File: src/rtl/note_record_sequencer.sv
`timescale 1ns/1ps
`default_nettype none
// ============================================================================
//  Module      : note_record_sequencer
//  Description : Records detected pitches into the staff note memory.
//                Generates the eighth-note tempo grid and a metronome
//                count-in, samples note_in once per eighth, packs eight
//                6-bit notes per measure word and rewrites the current
//                measure word after every eighth so partial measures are
//                visible on the display while recording.
//  Revision    : 1.0 - initial release
// ============================================================================
module note_record_sequencer #(
    parameter int EIGHTH_CYCLES   = 37125000,
    parameter int COUNTIN_EIGHTHS = 8,
    parameter int NUM_MEASURES    = 20
) (
    input  logic        pixel_clk_in,
    input  logic        rst_n_in,
    input  logic        toggle_in,
    input  logic [5:0]  note_in,
    output logic        wr_en_out,
    output logic [4:0]  wr_addr_out,
    output logic [47:0] wr_data_out,
    output logic        clear_out,
    output logic        click_out,
    output logic [7:0]  eighth_idx_out,
    output logic        busy_out,
    output logic        done_out
);

    // ------------------------------------------------------------------
    // Constants
    // ------------------------------------------------------------------
    localparam int c_TICK_W = (EIGHTH_CYCLES > 2) ? $clog2(EIGHTH_CYCLES) : 1;
    localparam int c_CI_W   = $clog2(COUNTIN_EIGHTHS + 1);

    localparam logic [c_TICK_W-1:0] c_TICK_LAST = c_TICK_W'(EIGHTH_CYCLES - 1);
    localparam logic [c_TICK_W-1:0] c_TICK_ONE  = c_TICK_W'(1);
    localparam logic [c_CI_W-1:0]   c_CI_LAST   = c_CI_W'(COUNTIN_EIGHTHS - 1);
    localparam logic [c_CI_W-1:0]   c_CI_ONE    = c_CI_W'(1);
    // Index of the final eighth; its write completes the recording.
    localparam logic [7:0]          c_IDX_LAST  = 8'(NUM_MEASURES * 8 - 1);

    typedef enum logic [1:0] {
        S_IDLE    = 2'd0,
        S_COUNTIN = 2'd1,
        S_RECORD  = 2'd2,
        S_DONE    = 2'd3
    } state_t;

    // ------------------------------------------------------------------
    // Registers
    // ------------------------------------------------------------------
    state_t                r_state;
    logic                  r_tog_cur;
    logic                  r_tog_prev;
    logic [c_TICK_W-1:0]   r_tick_cnt;
    logic [c_CI_W-1:0]     r_ci_cnt;
    logic [7:0]            r_idx;
    logic [47:0]           r_shadow;
    logic                  r_wr_en;
    logic [4:0]            r_wr_addr;
    logic [47:0]           r_wr_data;
    logic                  r_clear;
    logic                  r_click;
    logic                  r_busy;
    logic                  r_done;

    // ------------------------------------------------------------------
    // Combinational decode
    // ------------------------------------------------------------------
    state_t                w_next_state;
    logic                  w_rise;
    logic                  w_active;
    logic                  w_stop;
    logic                  w_tick;
    logic                  w_ci_tick;
    logic                  w_rec_tick;
    logic                  w_start;
    logic                  w_final_write;
    logic [47:0]           w_shadow_upd;

    // Both toggle history bits reset high so a level already high at reset
    // release is not mistaken for a fresh start request.
    assign w_rise        = r_tog_cur & ~r_tog_prev;
    assign w_active      = (r_state == S_COUNTIN) || (r_state == S_RECORD);
    // A stop pre-empts any tick in the same cycle.
    assign w_stop        = w_active & ~r_tog_cur;
    assign w_tick        = w_active & ~w_stop & (r_tick_cnt == c_TICK_LAST);
    assign w_ci_tick     = w_tick & (r_state == S_COUNTIN);
    assign w_rec_tick    = w_tick & (r_state == S_RECORD);
    assign w_start       = (r_state == S_IDLE) & w_rise;
    assign w_final_write = r_wr_en & (r_state == S_RECORD) & ~w_stop &
                           (r_idx == c_IDX_LAST);

    // Measure word with the current note merged into slot idx[2:0].
    always_comb begin
        w_shadow_upd = r_shadow;
        for (int k = 0; k < 8; k++) begin
            if (r_idx[2:0] == 3'(k)) begin
                w_shadow_upd[6*k +: 6] = note_in;
            end
        end
    end

    // Register the record toggle and keep one cycle of history for edges.
    always_ff @(posedge pixel_clk_in or negedge rst_n_in) begin
        if (!rst_n_in) begin
            r_tog_cur  <= 1'b1;
            r_tog_prev <= 1'b1;
        end else begin
            r_tog_cur  <= toggle_in;
            r_tog_prev <= r_tog_cur;
        end
    end

    // State register.
    always_ff @(posedge pixel_clk_in or negedge rst_n_in) begin
        if (!rst_n_in) begin
            r_state <= S_IDLE;
        end else begin
            r_state <= w_next_state;
        end
    end

    // Next-state selection.
    always_comb begin
        w_next_state = r_state;
        case (r_state)
            S_IDLE: begin
                if (w_rise) begin
                    w_next_state = S_COUNTIN;
                end
            end
            S_COUNTIN: begin
                if (w_stop) begin
                    w_next_state = S_IDLE;
                end else if (w_ci_tick && (r_ci_cnt == c_CI_LAST)) begin
                    w_next_state = S_RECORD;
                end
            end
            S_RECORD: begin
                if (w_stop) begin
                    w_next_state = S_IDLE;
                end else if (w_final_write) begin
                    w_next_state = S_DONE;
                end
            end
            S_DONE: begin
                if (!r_tog_cur) begin
                    w_next_state = S_IDLE;
                end
            end
            default: begin
                w_next_state = S_IDLE;
            end
        endcase
    end

    // Eighth-note tempo grid: free-runs only while counting in or recording.
    always_ff @(posedge pixel_clk_in or negedge rst_n_in) begin
        if (!rst_n_in) begin
            r_tick_cnt <= '0;
        end else if (w_active && !w_stop) begin
            if (r_tick_cnt == c_TICK_LAST) begin
                r_tick_cnt <= '0;
            end else begin
                r_tick_cnt <= r_tick_cnt + c_TICK_ONE;
            end
        end else begin
            r_tick_cnt <= '0;
        end
    end

    // Count-in eighths; it is left at its final value once recording starts.
    always_ff @(posedge pixel_clk_in or negedge rst_n_in) begin
        if (!rst_n_in) begin
            r_ci_cnt <= '0;
        end else if (w_start) begin
            r_ci_cnt <= '0;
        end else if (w_ci_tick) begin
            r_ci_cnt <= r_ci_cnt + c_CI_ONE;
        end
    end

    // Eighth index advances once each write has been issued, so the write
    // address and slot stay stable for the whole write cycle.
    always_ff @(posedge pixel_clk_in or negedge rst_n_in) begin
        if (!rst_n_in) begin
            r_idx <= '0;
        end else if (w_start) begin
            r_idx <= '0;
        end else if (r_wr_en) begin
            r_idx <= r_idx + 8'd1;
        end
    end

    // Shadow of the measure being filled; emptied once slot 7 has been taken.
    always_ff @(posedge pixel_clk_in or negedge rst_n_in) begin
        if (!rst_n_in) begin
            r_shadow <= '0;
        end else if (w_start) begin
            r_shadow <= '0;
        end else if (w_rec_tick) begin
            if (r_idx[2:0] == 3'd7) begin
                r_shadow <= '0;
            end else begin
                r_shadow <= w_shadow_upd;
            end
        end
    end

    // Memory write port: one-cycle strobe, address/data held between writes.
    always_ff @(posedge pixel_clk_in or negedge rst_n_in) begin
        if (!rst_n_in) begin
            r_wr_en   <= 1'b0;
            r_wr_addr <= '0;
            r_wr_data <= '0;
        end else begin
            r_wr_en <= w_rec_tick;
            if (w_rec_tick) begin
                r_wr_addr <= r_idx[7:3];
                r_wr_data <= w_shadow_upd;
            end
        end
    end

    // Status and metronome pulses, registered from the decoded next state.
    always_ff @(posedge pixel_clk_in or negedge rst_n_in) begin
        if (!rst_n_in) begin
            r_clear <= 1'b0;
            r_click <= 1'b0;
            r_busy  <= 1'b0;
            r_done  <= 1'b0;
        end else begin
            r_clear <= w_start;
            r_click <= (w_ci_tick & ~r_ci_cnt[0]) | (w_rec_tick & ~r_idx[0]);
            r_busy  <= (w_next_state == S_COUNTIN) || (w_next_state == S_RECORD);
            r_done  <= (w_next_state == S_DONE);
        end
    end

    assign wr_en_out      = r_wr_en;
    assign wr_addr_out    = r_wr_addr;
    assign wr_data_out    = r_wr_data;
    assign clear_out      = r_clear;
    assign click_out      = r_click;
    assign eighth_idx_out = r_idx;
    assign busy_out       = r_busy;
    assign done_out       = r_done;

endmodule
`default_nettype wire

File: config.mk
export PLATFORM = sky130hd
export DESIGN_NAME = note_record_sequencer
export DESIGN_NICKNAME = d
export VERILOG_FILES = /design/src/rtl/note_record_sequencer.sv
export SDC_FILE = /design/constraint.sdc
export NUM_CORES = 1
export LEC_CHECK = 0
export CAP_MARGIN = 15
export CORE_MARGIN = 10
export CORE_UTILIZATION = 45
export DETAILED_ROUTE_END_ITERATION = 8
export PLACE_DENSITY = 0.66
export SYNTH_ARGS = -nofsm -noshare
export SYNTH_HDL_FRONTEND = slang
export SYNTH_SLANG_ARGS = --single-unit
File: constraint.sdc
create_clock -name pixel_clk_in -period 2.8 [get_ports pixel_clk_in]
set_input_delay 0.56 -clock pixel_clk_in [delete_from_list [all_inputs] [get_ports pixel_clk_in]]
set_output_delay 0.56 -clock pixel_clk_in [all_outputs]
set_load 0.02 [all_outputs]
Word level (Yosys, flattened, before mapping)
Index checks and enable logic that the tools add are counted.
Operators by class
  mux-type cells: 24
  equality and inequality tests: 16
  reductions and logical operators: 10
  bitwise operators: 18
  $add $sub $neg: 3
Operators with widths (number)
  48-bit two-way mux: 3
  26-bit two-way mux: 2
  6-bit two-way mux: 8
  26-bit by 1-bit adder with 26-bit output (second input constant): 1
  26-bit equality test (second input constant): 1
  8-bit two-way mux: 2
  1-bit bitwise AND: 12
  3-bit equality test (second input constant): 4
  2-bit two-way mux: 6
  8-bit by 1-bit adder with 8-bit output (second input constant): 1
  2-bit equality test (second input constant): 4
  8-bit equality test (second input constant): 1
  4-bit two-way mux: 2
  2-bit one-hot mux with 4 select lines: 1
  3-bit by 2-bit equality test with 1-bit output (second input constant): 2
  2-bit nonzero test: 3
  1-bit NOT: 5
  4-bit by 1-bit adder with 4-bit output (second input constant): 1
  2-bit by 1-bit equality test with 1-bit output (second input constant): 2
  4-bit by 3-bit equality test with 1-bit output (second input constant): 1
  3-bit by 1-bit equality test with 1-bit output (second input constant): 1
  3-bit zero test: 1
  1-bit logical AND: 2
  2-bit zero test: 1
  3 further kinds: 4
Word-level totals
  register bits: 148
  bits of input ports: 9
  logic and storage cells: 85

Longest topological paths before layout
Gate-level depths: netlist (run 1).
  word-level depth: 13
  depth in mapped cells: 10
  mapped depth without buffers: 8

Worst setup path before layout (run 1)
No wires, ideal clock.
  path kind: register -> register
  start: register r_state[0]
  end: register r_busy, in the netlist busy_out
  clock period less this slack: 2.081 ns
  setup time: 0.126 ns
  path slack: 0.719 ns
  data arrival time: 1.955 ns
  cell stages (with the launch flop): 9
  cells stage by stage: dfrtp_1 inv_1 ha_1 clkbuf_1 a2111oi_0 a31oi_1 a21boi_0 a21oi_1 ha_1
On the way
  word-level cells in the longest chain between the ends: 13
  elaborated cells between the ends (all ways): 24
  those cells by class: eq/ne (5); mux (7); bitwise (8); reduce/logical (4)
Ends and longest elaborated chain
  start: declaration: line 55  | state_t r_state;
  start signal: assignment: line 123  | r_state <= w_next_state;
  2-bit by 1-bit equality test with 1-bit output or 2-bit equality test (tied branches)
  1-bit logical OR: line 87  | assign w_active = (r_state == S_COUNTIN) || (r_state == S_RECORD);
  1-bit bitwise AND: line 89  | assign w_stop = w_active & ~r_tog_cur;
  1-bit NOT: line 90, 94
  1-bit bitwise AND (2 in a row): line 90  | assign w_tick = w_active & ~w_stop & (r_tick_cnt == c_TICK_LAST);
  1-bit bitwise AND: line 91  | assign w_ci_tick = w_tick & (r_state == S_COUNTIN);
  1-bit logical AND: line 139  | end else if (w_ci_tick && (r_ci_cnt == c_CI_LAST)) begin
  2-bit two-way mux: line 139
  2-bit two-way mux: line 137  | if (w_stop) begin
  2-bit one-hot mux with 4 select lines (*): line 130  | case (r_state)
  net w_next_state[1]: line 73  | state_t w_next_state;
  2-bit by 1-bit equality test with 1-bit output or 2-bit equality test (tied branches): line 239  | r_busy <= (w_next_state == S_COUNTIN) || (w_next_state == S_RECORD);
  1-bit logical OR (*): line 239
  end signal: assignment: line 239
  end: declaration: line 67  | logic r_busy;
The timed path passes the listed nets; every way through them passes the cells marked *.
A chain may end at the register's enable or synchronous reset.

Worst setup path after layout (run 1)
  start: register r_state[0]
  end: register r_shadow[32]
On the way
  word-level cells in the longest chain between the ends: 8
  elaborated cells between the ends (all ways): 12
  those cells by class: eq/ne (2); mux (1); bitwise (6); reduce/logical (3)
Ends and longest elaborated chain
  2-bit by 1-bit equality test with 1-bit output or 2-bit equality test (tied branches): line 87, 92
  1-bit logical OR: line 87
  1-bit bitwise AND: line 89
  1-bit NOT: line 90
  1-bit bitwise AND (2 in a row): line 90
  1-bit bitwise AND: line 92  | assign w_rec_tick = w_tick & (r_state == S_RECORD);
  2-bit nonzero test (no line)
  end signal: assignment: line 209  | r_shadow <= w_shadow_upd;
  end: declaration: line 61  | logic [47:0] r_shadow;
Several ways; a longest one is shown, not always the timed one.

==> results.tsv, run 1 <==
metric	value	unit
Root Buffer	clkbuf_16	
nets	810	
Sw Pwr	1.46	mW
CP endpoint	r_shadow[32]$_DFFE_PN0P_	
sequential share of the synthesized area	0.518	
Syn Nets	763	
antenna viol nets, final	0	
final worst-path cycle share	0.897	
DR iter-0 viols	526	
Worst path slowest cell	dfrtp_1	
Slowest Stage Delay on Critical Path	0.46	ns
CTS clock-pin slew for the worst setup and hold paths	0.07	ns
Mapped Cells	740	
initial antenna violation count	0	
chip width	146	um
Max Root-Sink Buffers	2	
DRT Wirelength	17.6	mm
post-place setup slack	0.385	ns
placed instance count	984	
Setup TNS Final	0	ns
# hold bufs at CTS	0	
Final Core Density	0.547	
Area growth syn-to-layout	20.1	%
largest net degree at the start of global routing	186	
Tmin final	2.51	ns
DR WL/cell	17.3	um
crit-path max FO	185	
status	complete, no violations	
core area	15700	um2
RR Startpoint	r_state[0]$_DFF_PN0_	
GRT Residual Overflow	0	
synthesized cell area	7160	um2
LEAKAGE	3.56	nW
Synth cell types	46	
half-perimeter wire length after placement	11.4	mm
Pint	3.76	mW
Final Slew Violations	0	
Setup-failing EPs final	0	
peak supply drop	0.426	mV
Port Buf Inserts	74	
n_diodes	0	
crit start category	flip-flop	
Detailed Routing Iterations Pass 1	5	
count of boundary I/O pins	75	
combinational share of power	0.130	
Die H	146	um
FF-to-FF setup slack	0.29	ns
TritonCTS Buffers	17	
post-CTS setup buffer count	0	
clock share of power	0.438	
final non-filler cell total	1016	
die area	21400	um2
CTS tree	done	
effective utilization at floorplan	0.456	
row cnt	46	
average footprint of a synthesized cell	9.68	um2
Setup CP Type	flip-flop to flip-flop	
vias per cell	5.62	
worst-path cell chain	inv_1 > ha_1 > nand3_1 > nor4_2 > nand2_4 > buf_12 > a31oi_1 > o31ai_1	
vias after detailed routing	5706	
PwrDens	607	nW/um2
Worst-Margin Slew	0.803	ns
number of synthesized flops with an enable pin	0	
Fmax achieved	398	MHz
Resized cells post-CTS	0	
final hold vios	0	
Synth Register Bits	148	
first-pass GRT wire length	29.8	mm
unrepaired setup endpoints after global routing	no	
R2R depth	8	
most common flop cell mapped by yosys	dfrtp_1	
sequential fraction of design power	0.432	
FF-to-FF End	r_shadow[32]$_DFFE_PN0P_	
GR Util All Layers	0.167	
required time worst endpoint	3.07	ns
latest clock arrival within the worst-skew pair	0.42	ns
vias in the first global route	5834	
share of cells above drive strength 1	0.0725	
CP startpoint	r_state[0]$_DFF_PN0_	
worst min path class	input pin to asynchronous set/reset pin	
Residual DRC	0	
Worst slew margin	0.464	
clock sinks	148	
CP arrival	2.79	ns
asr flop ratio synth	1.00	
Ys Warns	0	
kind of end point of the critical path	flip-flop	
Final GP Congestion	0.808	
H-tree levels	4	
Worst Clk Skew	0.0108	ns
final worst setup slack	0.288	ns
Net Sw Frac	0.279	
Final Power	5.22	mW
max_cap viols	0	
worst max-delay path: cells and delay by family, from the launching register on:
family | cells | cell delay, ns
flops | 1 | 0.46
fa+ha+maj | 1 | 0.43
buf+inv | 2 | 0.33
simple gates | 3 | 0.52
compound gates | 2 | 0.42
power by group through the flow:
stage / Sequential, mW / Combinational (mW) / Clock [mW]
after floorplan: 2.30 / 0.452 / 0
after global placement: 2.28 / 0.642 / 0
after detailed placement: 2.29 / 0.681 / 0
after CTS: 2.25 / 0.683 / 2.33
after global routing: 2.26 / 0.764 / 2.43
final: 2.25 / 0.680 / 2.29
routing by layer:
layer	GRT usage	routed length [um]
met2	0.262	8370
met4	0.0661	326
met3	0.0439	1100
met5	0	0
met1	0.216	7760
sequential cells by signal, indices dropped and copies added (netlist names), 2 cells and up:
register / count
r_tick_cnt: 26
r_state: 2
wr_data_out: 48
eighth_idx_out: 8
r_ci_cnt: 4
r_shadow: 48
wr_addr_out: 5
placed cells by master (no fill, tap or decap), types with 3 or more instances in the layout:
| master | synthesis | layout |
|---|---|---|
| nor4_2 | 3 | 3 |
| nor3_1 | 36 | 36 |
| buf_4 | 2 | 10 |
| nor4b_1 | 3 | 3 |
| nor4_1 | 6 | 6 |
| and4_1 | 3 | 3 |
| nand4_1 | 12 | 12 |
| inv_1 | 12 | 12 |
| ha_1 | 14 | 14 |
| and3_1 | 3 | 3 |
| nand2b_1 | 4 | 4 |
| and2_1 | 8 | 8 |
| xor2_1 | 21 | 21 |
| mux2i_1 | 14 | 14 |
| o31ai_1 | 43 | 43 |
| nor2_1 | 48 | 48 |
| nand3_1 | 16 | 16 |
| nand2_1 | 122 | 121 |
| nor2b_1 | 5 | 5 |
| o211ai_1 | 6 | 6 |
| clkbuf_16 | 0 | 17 |
| inv_6 | 0 | 8 |
| dfrtp_1 | 146 | 146 |
| a31oi_1 | 37 | 37 |
| a21oi_1 | 39 | 39 |
| a21o_1 | 36 | 36 |
| o21ai_1 | 12 | 12 |
| xnor2_1 | 11 | 11 |
| clkdlybuf4s50_1 | 0 | 73 |
kinds of logic after synthesis:
| logic type | share of synthesized area |
|---|---|
| AND/OR/NAND/NOR | 0.186 |
| AO/OA/AOI/OAI | 0.165 |
| flip-flops | 0.518 |
| buffers and inverters | 0.0468 |
| XOR/XNOR | 0.0391 |
| multiplexers | 0.0211 |
| adder cells (fa/ha/maj) | 0.0245 |
final cells by class:
cell class / count / area, um2
fill: 1365 / 7110
sequential: 148 / 3710
multi-input combinational: 522 / 3130
timing repair buffer: 86 / 857
clock buffer: 17 / 425
tap: 216 / 270
clock inverter: 15 / 168
inverter: 12 / 45.0
worst min path at each step:
stage | start | endpoint | slack [ns] | cells past startpoint
after floorplan | rst_n_in | busy_out$_DFF_PN0_ | 0.26 | 0
after global placement | r_tog_cur$_DFF_PN1_ | r_tog_prev$_DFF_PN1_ | 0.42 | 0
after detailed placement | r_tog_cur$_DFF_PN1_ | r_tog_prev$_DFF_PN1_ | 0.42 | 0
after CTS | rst_n_in | r_tick_cnt[25]$_DFF_PN0_ | 0.12 | 1
after global routing | rst_n_in | r_tick_cnt[24]$_DFF_PN0_ | 0.14 | 1
final | rst_n_in | r_tick_cnt[24]$_DFF_PN0_ | 0.10 | 1
Yosys cell counts (6+ instances only):
library cell    n  area [um2]
a21o_1         36         270
a21oi_1        39         195
a31oi_1        37         231
and2_1          8        50.1
buf_1          10        37.5
buf_2          16        80.1
buf_6           6        67.6
clkbuf_1       24        90.1
dfrtp_1       146        3650
ha_1           14         175
inv_1          12        45.0
mux2i_1        14         140
nand2_1       122         458
nand3_1        16        80.1
nand4_1        12        75.1
nor2_1         48         180
nor3_1         36         180
nor4_1          6        37.5
o211ai_1        6        45.0
o21ai_1        12        60.1
o31ai_1        43         323
xnor2_1        11        96.3
xor2_1         21         184
stage by stage:
step                      hold WS (ns)  cell area [um2]
after floorplan                  0.264             7160
after global placement           0.423             8010
after detailed placement         0.425             8010
after CTS                        0.123             8600
after global routing             0.138             8600
final                            0.103             8600
Power figures use the tool's default switching activity.
==> inputs of run 2 (changes only) <==
- ABC_CLOCK_PERIOD_IN_PS: unset -> 2800
- CAP_MARGIN: 15 -> 40
==> results of run 2 <==
Same layout as run 1: the final DEF is identical, and so are final timing and power.
==> inputs of run 3 (changes only) <==
- PLACE_DENSITY: 0.66 -> 0.71
==> results.tsv, run 3 (synthesis results as in run 1) <==
metric	value	unit
Max Root-Sink Buffers	2	
Fmax achieved	401	MHz
LEAKAGE	3.54	nW
worst min path class	input pin to asynchronous set/reset pin	
Detailed Routing Iterations Pass 1	5	
core area	15700	um2
Sw Pwr	1.33	mW
vias after detailed routing	5713	
TritonCTS Buffers	17	
R2R depth	8	
Port Buf Inserts	74	
required time worst endpoint	3.07	ns
DR WL/cell	17.3	um
chip width	146	um
sequential cell area	3710	um2
FF-to-FF End	r_shadow[20]$_DFFE_PN0P_	
share of cells above drive strength 1	0.0652	
largest delay contributor family on the critical path	simple AND/OR/NAND/NOR gates	
row cnt	46	
CP bufs+invs	2	
CP arrival	2.77	ns
Worst-Margin Slew	0.816	ns
antenna viol nets, final	0	
first-pass GRT wire length	29.2	mm
most frequent cells in the layout	dfrtp_1 (146), nand2_1 (121), clkdlybuf4s50_1 (73), nor2_1 (48), o31ai_1 (43)	
effective utilization at floorplan	0.456	
nets	811	
Residual DRC	0	
final non-filler cell total	1014	
max_cap viols	0	
final worst-path cycle share	0.891	
Net Sw Frac	0.268	
clock sinks	148	
fin area	8530	um2
unrepaired setup endpoints after global routing	no	
post-CTS setup buffer count	0	
CP startpoint	r_state[0]$_DFF_PN0_	
Worst Clk Skew	0.00674	ns
Setup-failing EPs final	0	
CTS clock-pin slew for the worst setup and hold paths	0.06	ns
CP endpoint	r_shadow[20]$_DFFE_PN0P_	
largest net degree at the start of global routing	186	
vias in the first global route	5694	
H-tree levels	4	
initial antenna violation count	0	
Crit path depth	8	
Resized cells post-CTS	0	
Slowest Stage Delay on Critical Path	0.44	ns
Setup CP Type	flip-flop to flip-flop	
latest clock arrival within the worst-skew pair	0.42	ns
PwrDens	584	nW/um2
die area	21400	um2
Final GP Congestion	0.845	
Die H	146	um
status	complete, no violations	
Worst path slowest cell	dfrtp_1	
kind of end point of the critical path	flip-flop	
GRT Residual Overflow	0	
Pint	3.64	mW
crit start category	flip-flop	
Tmin final	2.50	ns
vias per cell	5.63	
Setup TNS Final	0	ns
n_diodes	0	
crit-path max FO	185	
DRT Wirelength	17.6	mm
half-perimeter wire length after placement	11.4	mm
placed standard-cell area	8010	um2
DR iter-0 viols	583	
clock share of power	0.410	
most common cell after layout, fill and taps aside	dfrtp_1	
final hold vios	0	
FF-to-FF setup slack	0.30	ns
peak supply drop	0.449	mV
worst-path cell chain	inv_1 > ha_1 > nand3_1 > nor4_2 > nand2_4 > buf_12 > o211ai_1 > o31ai_1	
GR Util All Layers	0.165	
sequential fraction of design power	0.453	
# hold bufs at CTS	0	
CTS tree	done	
Final Slew Violations	0	
Worst slew margin	0.456	
Area growth syn-to-layout	19.1	%
area of the multi-input gates	3130	um2
placed instance count	985	
Root Buffer	clkbuf_16	
RR Startpoint	r_state[0]$_DFF_PN0_	
count of boundary I/O pins	75	
combinational share of power	0.137	
filler instances	1369	
==> run 3: cell count changes in the layout (fill, tap and decap cells not counted), sizes merged <==
cell | before | now
buf | 13 | 14
bufinv | 2 | 1
clkbuf | 17 | 22
clkinv | 3 | 6
clkinvlp | 2 | 0
inv | 20 | 12
==> run 3: layout make-up <==
| class | instances | share of cell area |
|---|---|---|
| clock buffers | 22 | 0.0533 |
| clock inverters | 7 | 0.00704 |
| inverters | 12 | 0.00528 |
| multi-input cells | 522 | 0.367 |
| flip-flops and latches | 148 | 0.435 |
| well taps | 216 | 0.0317 |
| repair buffers | 87 | 0.101 |
==> run 3: worst min-delay path by stage <==
stage                                   start                          end  slack, ns
final                                rst_n_in   wr_data_out[9]$_DFFE_PN0P_       0.13
after global routing                 rst_n_in   wr_data_out[9]$_DFFE_PN0P_       0.19
after CTS                            rst_n_in  wr_data_out[25]$_DFFE_PN0P_       0.16
after detailed placement  r_tog_cur$_DFF_PN1_         r_tog_prev$_DFF_PN1_       0.43
after global placement    r_tog_cur$_DFF_PN1_         r_tog_prev$_DFF_PN1_       0.43
after floorplan                      rst_n_in           busy_out$_DFF_PN0_       0.26
==> run 3: through the flow <==
stage / hold WS [ns] / power [mW] / utilization / setup slack, ns
CTS: 0.158 / 5.01 / 0.543 / 0.413
global placement: 0.429 / 2.92 / 0.510 / 0.539
floorplan: 0.264 / 2.75 / - / 0.719
global route: 0.192 / 5.18 / 0.543 / 0.191
finish: 0.134 / 4.98 / 0.543 / 0.305
detailed placement: 0.433 / 2.97 / 0.510 / 0.452
==> run 3: layer usage <==
layer | up-vias | part of all wire | track usage
li1 | 2696 | - | -
met1 | 2826 | 0.47 | 0.224
met2 | 164 | 0.46 | 0.248
met3 | 27 | 0.054 | 0.0405
met4 | 0 | 0.020 | 0.0641
met5 | - | 0 | 0
==> run 3: power by group through the flow <==
stage | Clock (mW) | Sequential [mW] | Combinational, mW
floorplan | 0 | 2.30 | 0.452
global placement | 0 | 2.29 | 0.639
detailed placement | 0 | 2.29 | 0.675
CTS | 2.07 | 2.25 | 0.681
global route | 2.16 | 2.26 | 0.755
finish | 2.04 | 2.26 | 0.680
